### src/rtl/dot_accumulator.sv
// Streaming dot-product accumulator: sums LEN unsigned 64-bit products, then
// holds the registered result until downstream consumes it.
module dot_accumulator #(
   parameter int unsigned LEN   = 4,
   parameter int unsigned ACC_W = 72
) (
   input  logic             clk,
   input  logic             rst,
   input  logic             clear,
   input  logic             in_valid,
   output logic             in_ready,
   input  logic [63:0]      in_product,
   output logic             out_valid,
   input  logic             out_ready,
   output logic [ACC_W-1:0] out_sum,
   output logic [8:0]       acc_cnt
);

   localparam int unsigned PROD_W = 64;
   localparam int unsigned CNT_W  = 9;
   localparam logic [CNT_W-1:0] LAST_CNT = CNT_W'(LEN - 1);

   if (LEN < 1 || LEN > 256 || ACC_W < PROD_W + $clog2(LEN)) begin : g_param_check
      $error("dot_accumulator: LEN must be 1..256 and ACC_W >= 64 + clog2(LEN)");
   end

   typedef enum logic {
      ACCUM = 1'b0,
      HOLD  = 1'b1
   } state_t;

   state_t           r_state;
   logic [ACC_W-1:0] r_acc;
   logic [ACC_W-1:0] r_sum;
   logic [CNT_W-1:0] r_cnt;
   logic             r_valid;

   logic [ACC_W-1:0] w_ext;
   logic [ACC_W-1:0] w_next;

   // A first product replaces stale accumulator contents instead of adding to them.
   assign w_ext  = ACC_W'(in_product);
   assign w_next = (r_cnt == '0) ? w_ext : r_acc + w_ext;

   assign in_ready  = (r_state == ACCUM);
   assign out_valid = r_valid;
   assign out_sum   = r_sum;
   assign acc_cnt   = r_cnt;

   // clear outranks both the input acceptance and the output handshake.
   always_ff @(posedge clk or posedge rst) begin
      if (rst) begin
         r_state <= ACCUM;
         r_acc   <= '0;
         r_sum   <= '0;
         r_cnt   <= '0;
         r_valid <= 1'b0;
      end else if (clear) begin
         r_state <= ACCUM;
         r_cnt   <= '0;
         r_valid <= 1'b0;
      end else begin
         case (r_state)
            ACCUM: begin
               if (in_valid) begin
                  if (r_cnt == LAST_CNT) begin
                     r_sum   <= w_next;
                     r_valid <= 1'b1;
                     r_cnt   <= '0;
                     r_state <= HOLD;
                  end else begin
                     r_acc <= w_next;
                     r_cnt <= r_cnt + CNT_W'(1);
                  end
               end
            end
            HOLD: begin
               if (r_valid && out_ready) begin
                  r_valid <= 1'b0;
                  r_state <= ACCUM;
               end
            end
            default: r_state <= ACCUM;
         endcase
      end
   end

endmodule

### config.mk
export PLATFORM = sky130hd
export DESIGN_NAME = dot_accumulator
export DESIGN_NICKNAME = d
export VERILOG_FILES = /design/src/rtl/dot_accumulator.sv
export SDC_FILE = /design/constraint.sdc
export NUM_CORES = 1
export LEC_CHECK = 0
export CAP_MARGIN = 0
export CORE_MARGIN = 2
export CORE_UTILIZATION = 60
export DETAILED_ROUTE_END_ITERATION = 10
export PLACE_DENSITY_LB_ADDON = 0.12
export SLEW_MARGIN = 15
export SYNTH_ARGS = -nofsm -noshare
export SYNTH_HDL_FRONTEND = slang
export SYNTH_SLANG_ARGS = --single-unit
### constraint.sdc
create_clock -name clk -period 9.8 [get_ports clk]
set_clock_uncertainty 0.05 [all_clocks]
set_input_delay 2.94 -clock clk [delete_from_list [all_inputs] [get_ports clk]]
set_output_delay 2.94 -clock clk [all_outputs]
set_load 0.005 [all_outputs]
==> impl_metrics.ini, run 1 <==
[yosys]
synth_edf_count = 0
syn_inst = 1270
synth_cell_types = 65
synth_nets = 1406
ys_async_sr_fraction_pct = 100
synth-seq-cells = 155
synth_seq_area_share_pct = 37.2
ys_dominant_reg_cell = dfrtp_1
synth_area_mm2 = 0.0104
yosysWarnings = 0
postSynthAreaPerCell_um2 = 8.20

[cts]
cts_resized = 0
htreeDepth = 4
ctsHoldBuffers = 0
clkTransAtPathRegs_ps = 60
postCtsSetupRepairBufs = 0
cts.path.max_buffers = 2
cts.sinks = 155
root_buffer = clkbuf_16
clkLatencyLatePin_ps = 430
numCtsBuffers = 17
cts_tree = built

[floorplanning]
start_util_pct = 60.8
core_area_mm2 = 0.0171
fp-row-count = 48
io_pins = 152
fp.dieW_um = 136
die_y_um = 136
die_area_mm2 = 0.0184

[worst_setup_path]
crit_path_max_incr_delay_ps = 630
critPathRequiredTime_ps = 10060
r2r_start = r_acc[16]
end_kind = register
cp_num_cells = 12
crit_chain = clkdlybuf4s50_1, ha_1, a21o_1, a21o_1, a221oi_1, o21ai_0, a2111oi_0, o41ai_2, a221oi_1, or4_1, nand3_1, mux2_2
crit_path_start_kind = input port
ff2ff_setup_slack_ps = 5880
crit_type = input port to register
startpoint = in_product[20]
critPathBufInv = 1
cp_top_family = compound AO/OA/AOI/OAI gates
rr_worst_depth = 11
r2r-end = r_acc[63]
slowest_stage = a221oi_1
critPathMaxFanout = 5
crit_arrival_ps = 6800

[timing]
rsz0062_at_grt = no
setup-tns-final_ps = 0
tightest_slew_ps = 1100
fmax_mhz = 153
final-max-slew-violation-count = 0
hold_violations = 0
period_share_pct = 66.7
setup_violations = 0
period_minus_slack_ps = 6530
slew_headroom_pct = 26.8
setup_slack_ps = 3270

[global_routing]
grt_util_all_layers_pct = 32.5
grt_pass1_wl_um = 47600
antenna_found_initial = 0
grt_overflow = 0
grt_max_degree = 95
grt_pass1_vias = 9508

[drt]
drt_iter0_markers = 901
vias_per_cell = 6.18
vias = 10000
dr.pass1.iters = 5
wl_per_cell_um = 18.2
antenna_left = 0
finalWirelength_um = 29500
drc = 0

[finish]
fill_cells = 1370
fin_nets = 1519
diodes = 0
final_common_cell = nand2_1
final_cell_mix = nand2_1 (209), o21ai_0 (185), dfrtp_1 (155)
final_cell_area_mm2 = 0.0127
syn2layout_area_growth_pct = 22.0
drive_gt1_share_pct = 5.02

[hold_path]
min_path_type = register to register
worst_hold_path.endpoint = out_sum[38]
worstHoldPathCells = 2
hold_start = out_sum[38]

[place]
placed_area_mm2 = 0.0120
place_ws_ps = 2900
place_hpwl_um = 20900
globalplace.congestion = 0.956
port_buffers = 151

[power_and_ir_drop]
seq_power_share_pct = 29.4
p_leak_nw = 5.55
cell_internal_pwr_mw = 1.82
p_sw_share_pct = 37.8
ir_worst_vdd_uv = 163
power-per-cell-area_mw_per_mm2 = 231
clockPowerShare_pct = 26.2
switchingPower_mw = 1.11
power.share.combinational_pct = 44.4

[job]
cap_violations = 0

[run_status]
status = finished clean
registers in the layout, indices dropped and copies added (netlist names):
signal and count:
out_sum 72, r_acc 72, acc_cnt 9, out_valid 1, r_state 1
area by class of cell:
cell class                 instances  area (µm²)  area share, %
inverter                          30         118          0.926
clock inverter                    10         213           1.67
multi-input combinational       1020        6180           48.7
timing repair buffer             159        1570           12.4
sequential                       155        3880           30.5
clock buffer                      21         460           3.62
tap                              225         282           2.22
worst register-to-register path: stages, from the launching register on:
cell	delay [ps]
dfrtp_1	380
ha_1	370
a21oi_1	230
o21ai_0	160
a221oi_1	390
o21ai_0	150
a2111oi_0	570
o41ai_2	310
a221oi_1	640
or4_1	200
nand3_1	90
mux2_2	280
worst max path at each step:
| stage | slack (ps) | to |
|---|---|---|
| 6_report | 3270 | r_acc[63] |
| 5_1_grt | 2970 | r_acc[63] |
| 4_1_cts | 3330 | r_acc[63] |
| 3_5_place_dp | 2900 | r_acc[63] |
| 3_3_place_gp | 2960 | out_sum[63] |
| 2_1_floorplan | 2630 | acc_cnt[0] |
power by group through the flow:
stage               logic, mW  registers [mW]  clock network (mW)
finish                   1.30           0.863               0.768
global route             1.44           0.878               0.798
global placement         1.24           0.866                   0
CTS                      1.28           0.861               0.770
floorplan               0.889           0.856                   0
detailed placement       1.27           0.869                   0
stage by stage:
step                cells  hold slack [ps]  util [%]  power (mW)
finish               1620              425      74.2        2.93
global route         1620              442      74.2        3.11
floorplan            1270              400         -        1.75
global placement     1589              407      70.3        2.11
detailed placement   1589              413      70.3        2.13
CTS                  1620              427      74.2        2.91
per-layer routing:
layer	routed length (µm)	vias up	global-route usage, %
li1	-	4787	-
met1	13200	4778	45.1
met2	13500	395	52.0
met3	2120	53	5.76
met4	678	0	10.6
met5	0	-	0
cell usage after synthesis (all sizes together), types with 13 or more instances:
cell | number | area [µm²]
nor3 | 19 | 95.1
a21oi | 119 | 599
o211ai | 15 | 118
mux2 | 18 | 203
and3 | 15 | 93.8
dfrtp | 155 | 3880
xnor2 | 35 | 307
clkbuf | 59 | 224
o21ai | 186 | 931
xor2 | 23 | 201
inv | 30 | 113
nor2 | 77 | 289
nand3 | 30 | 150
a21o | 25 | 188
or3 | 13 | 81.3
nand2 | 211 | 792
ha | 66 | 826
o21bai | 17 | 128
nand4 | 25 | 163
cell families after synthesis:
group,share of synthesized area (%)
compound gates,24.1
fa+ha+maj,8.12
simple gates,19.0
mux,3.10
buf+inv,3.56
xor+xnor,4.88
flops,37.2
No activity file was read; power rests on OpenSTA's default activity.
==> inputs of run 2 (changes only) <==
--- a/config.mk
+++ b/config.mk
@@ -7,7 +7,7 @@
 export LEC_CHECK = 0
 export CAP_MARGIN = 0
 export CORE_MARGIN = 2
-export CORE_UTILIZATION = 60
+export CORE_UTILIZATION = 56
 export DETAILED_ROUTE_END_ITERATION = 10
 export PLACE_DENSITY_LB_ADDON = 0.12
 export SLEW_MARGIN = 15
==> constraint.sdc (replaced) <==
create_clock -name clk -period 6.15 [get_ports clk]
set_clock_uncertainty 0.05 [all_clocks]
set_input_delay 1.845 -clock clk [delete_from_list [all_inputs] [get_ports clk]]
set_output_delay 1.845 -clock clk [all_outputs]
set_load 0.005 [all_outputs]
==> run 2 against run 1 <==
Against the previous run:
- non-clock buffer count rose by 2
- largest power group unchanged
- clock power increased by 48%
- design area is essentially flat
- first-iteration DRC count shrank 20%
- critical path depth unchanged
- highest routed layer unchanged
- register-to-register slack lost 3600 ps
- largest cell class unchanged
- sequential share of layout area about the same
==> impl_metrics.ini, run 2 (synthesized netlist as in run 1, its figures left out) <==
[run_status]
status = finished clean

[floorplanning]
fp.dieW_um = 140
io_pins = 152
die_area_mm2 = 0.0197
start_util_pct = 57.6
die_y_um = 140
core_area_mm2 = 0.0181
fp-row-count = 49

[finish]
post-route-util_pct = 70.2
final_common_cell = nand2_1
fill_cells = 1527
drive_gt1_share_pct = 5.16
fin_nets = 1521
final_cell_mix = nand2_1 (209), o21ai_0 (185), dfrtp_1 (155)
diodes = 0
syn2layout_area_growth_pct = 21.9

[drt]
finalWirelength_um = 30000
vias = 9911
antenna_left = 0
dr.pass1.iters = 5
drc = 0
wl_per_cell_um = 18.4
vias_per_cell = 6.10
drt_iter0_markers = 720

[worst_setup_path]
end_kind = register
critPathMaxFanout = 6
crit_type = input port to register
critPathRequiredTime_ps = 6420
crit_arrival_ps = 5630
crit_path_start_kind = input port
rr_worst_depth = 11

[hold_path]
worstHoldPathCells = 2
min_path_type = register to register

[global_routing]
antenna_found_initial = 0
grt_util_all_layers_pct = 31.0
grt_overflow = 0
grt_pass1_vias = 9646
grt_max_degree = 97
grt_pass1_wl_um = 49200

[timing]
tightest_slew_ps = 1130
final-max-slew-violation-count = 0
setup-tns-final_ps = 0
period_minus_slack_ps = 5360
period_share_pct = 87.2
rsz0062_at_grt = no
hold_violations = 0
slew_headroom_pct = 24.4
setup_violations = 0
fmax_mhz = 187

[power_and_ir_drop]
power-per-cell-area_mw_per_mm2 = 362
p_leak_nw = 5.54
ir_worst_vdd_uv = 212

[place]
globalplace.congestion = 0.917
place_hpwl_um = 21500
port_buffers = 151

[cts]
numCtsBuffers = 17
cts.sinks = 155
clkLatencyLatePin_ps = 440
htreeDepth = 4
ctsHoldBuffers = 0
cts_resized = 0
postCtsSetupRepairBufs = 0
root_buffer = clkbuf_16
cts.path.max_buffers = 2
cts_tree = built
clkTransAtPathRegs_ps = 70

[job]
cap_violations = 0
run 2: cell count changes in the layout (fill, tap and decap cells not counted):
cell,previous run,this run
clkinvlp_4,2,3
clkbuf_8,2,0
bufinv_16,6,4
inv_8,0,1
buf_12,0,2
clkbuf_1,2,1
inv_6,2,4
run 2: critical path, stage by stage:
cell	delay, ps
clkdlybuf4s50_1	420
ha_1	390
a21oi_1	240
o21ai_0	160
a221oi_1	380
o21ai_0	160
a2111oi_0	550
o41ai_2	310
a221oi_1	610
or4_1	200
nand3_1	80
mux2_2	270
run 2: per-layer routing:
layer / share of wire [%] / vias up / routed length, µm / GRT usage (%)
met2: 45 / 375 / 13400 / 47.9
met5: 0 / - / 0 / 0
li1: - / 4798 / - / -
met4: 1.8 / 0 / 549 / 8.93
met1: 46 / 4701 / 13900 / 44.9
met3: 7.1 / 37 / 2120 / 5.54
run 2: final timing paths:
check | start | end | slack, ps
max | in_product[16] | out_sum[63] | 790
min reg2reg | out_sum[38] | out_sum[38] | 430
max reg2reg | r_acc[20] | out_sum[63] | 2260
min in group asynchronous | rst | r_acc[3] | 1900
max in group asynchronous | rst | r_acc[45] | 3280
min | out_sum[38] | out_sum[38] | 430
run 2: final cells by class:
cell class | count | area, µm² | share of cell area [%]
inverter | 30 | 118 | 0.927
sequential | 155 | 3880 | 30.6
timing repair buffer | 161 | 1610 | 12.7
clock inverter | 12 | 189 | 1.49
tap | 229 | 287 | 2.26
clock buffer | 18 | 429 | 3.38
multi-input combinational | 1020 | 6180 | 48.7
run 2: power by group:
part	leakage (nW)	internal, mW	total [mW]	switching (mW)
sequential	2.02	1.24	1.37	0.137
clock	0.291	0.682	1.14	0.462
combinational	3.23	0.895	2.08	1.19
total	5.54	2.81	4.60	1.79
run 2: per-stage QoR:
step / power (mW) / hold WS (ps) / setup slack (ps) / std cells / instance area (µm²)
final: 4.60 / 426 / 789 / 1625 / 12700
after global routing: 4.90 / 456 / 524 / 1625 / 12700
after CTS: 4.58 / 433 / 800 / 1625 / 12700
after detailed placement: 3.43 / 419 / 350 / 1595 / 12100
after global placement: 3.39 / 405 / 454 / 1595 / 12100
after floorplan: 2.78 / 400 / 76.8 / 1270 / 10400
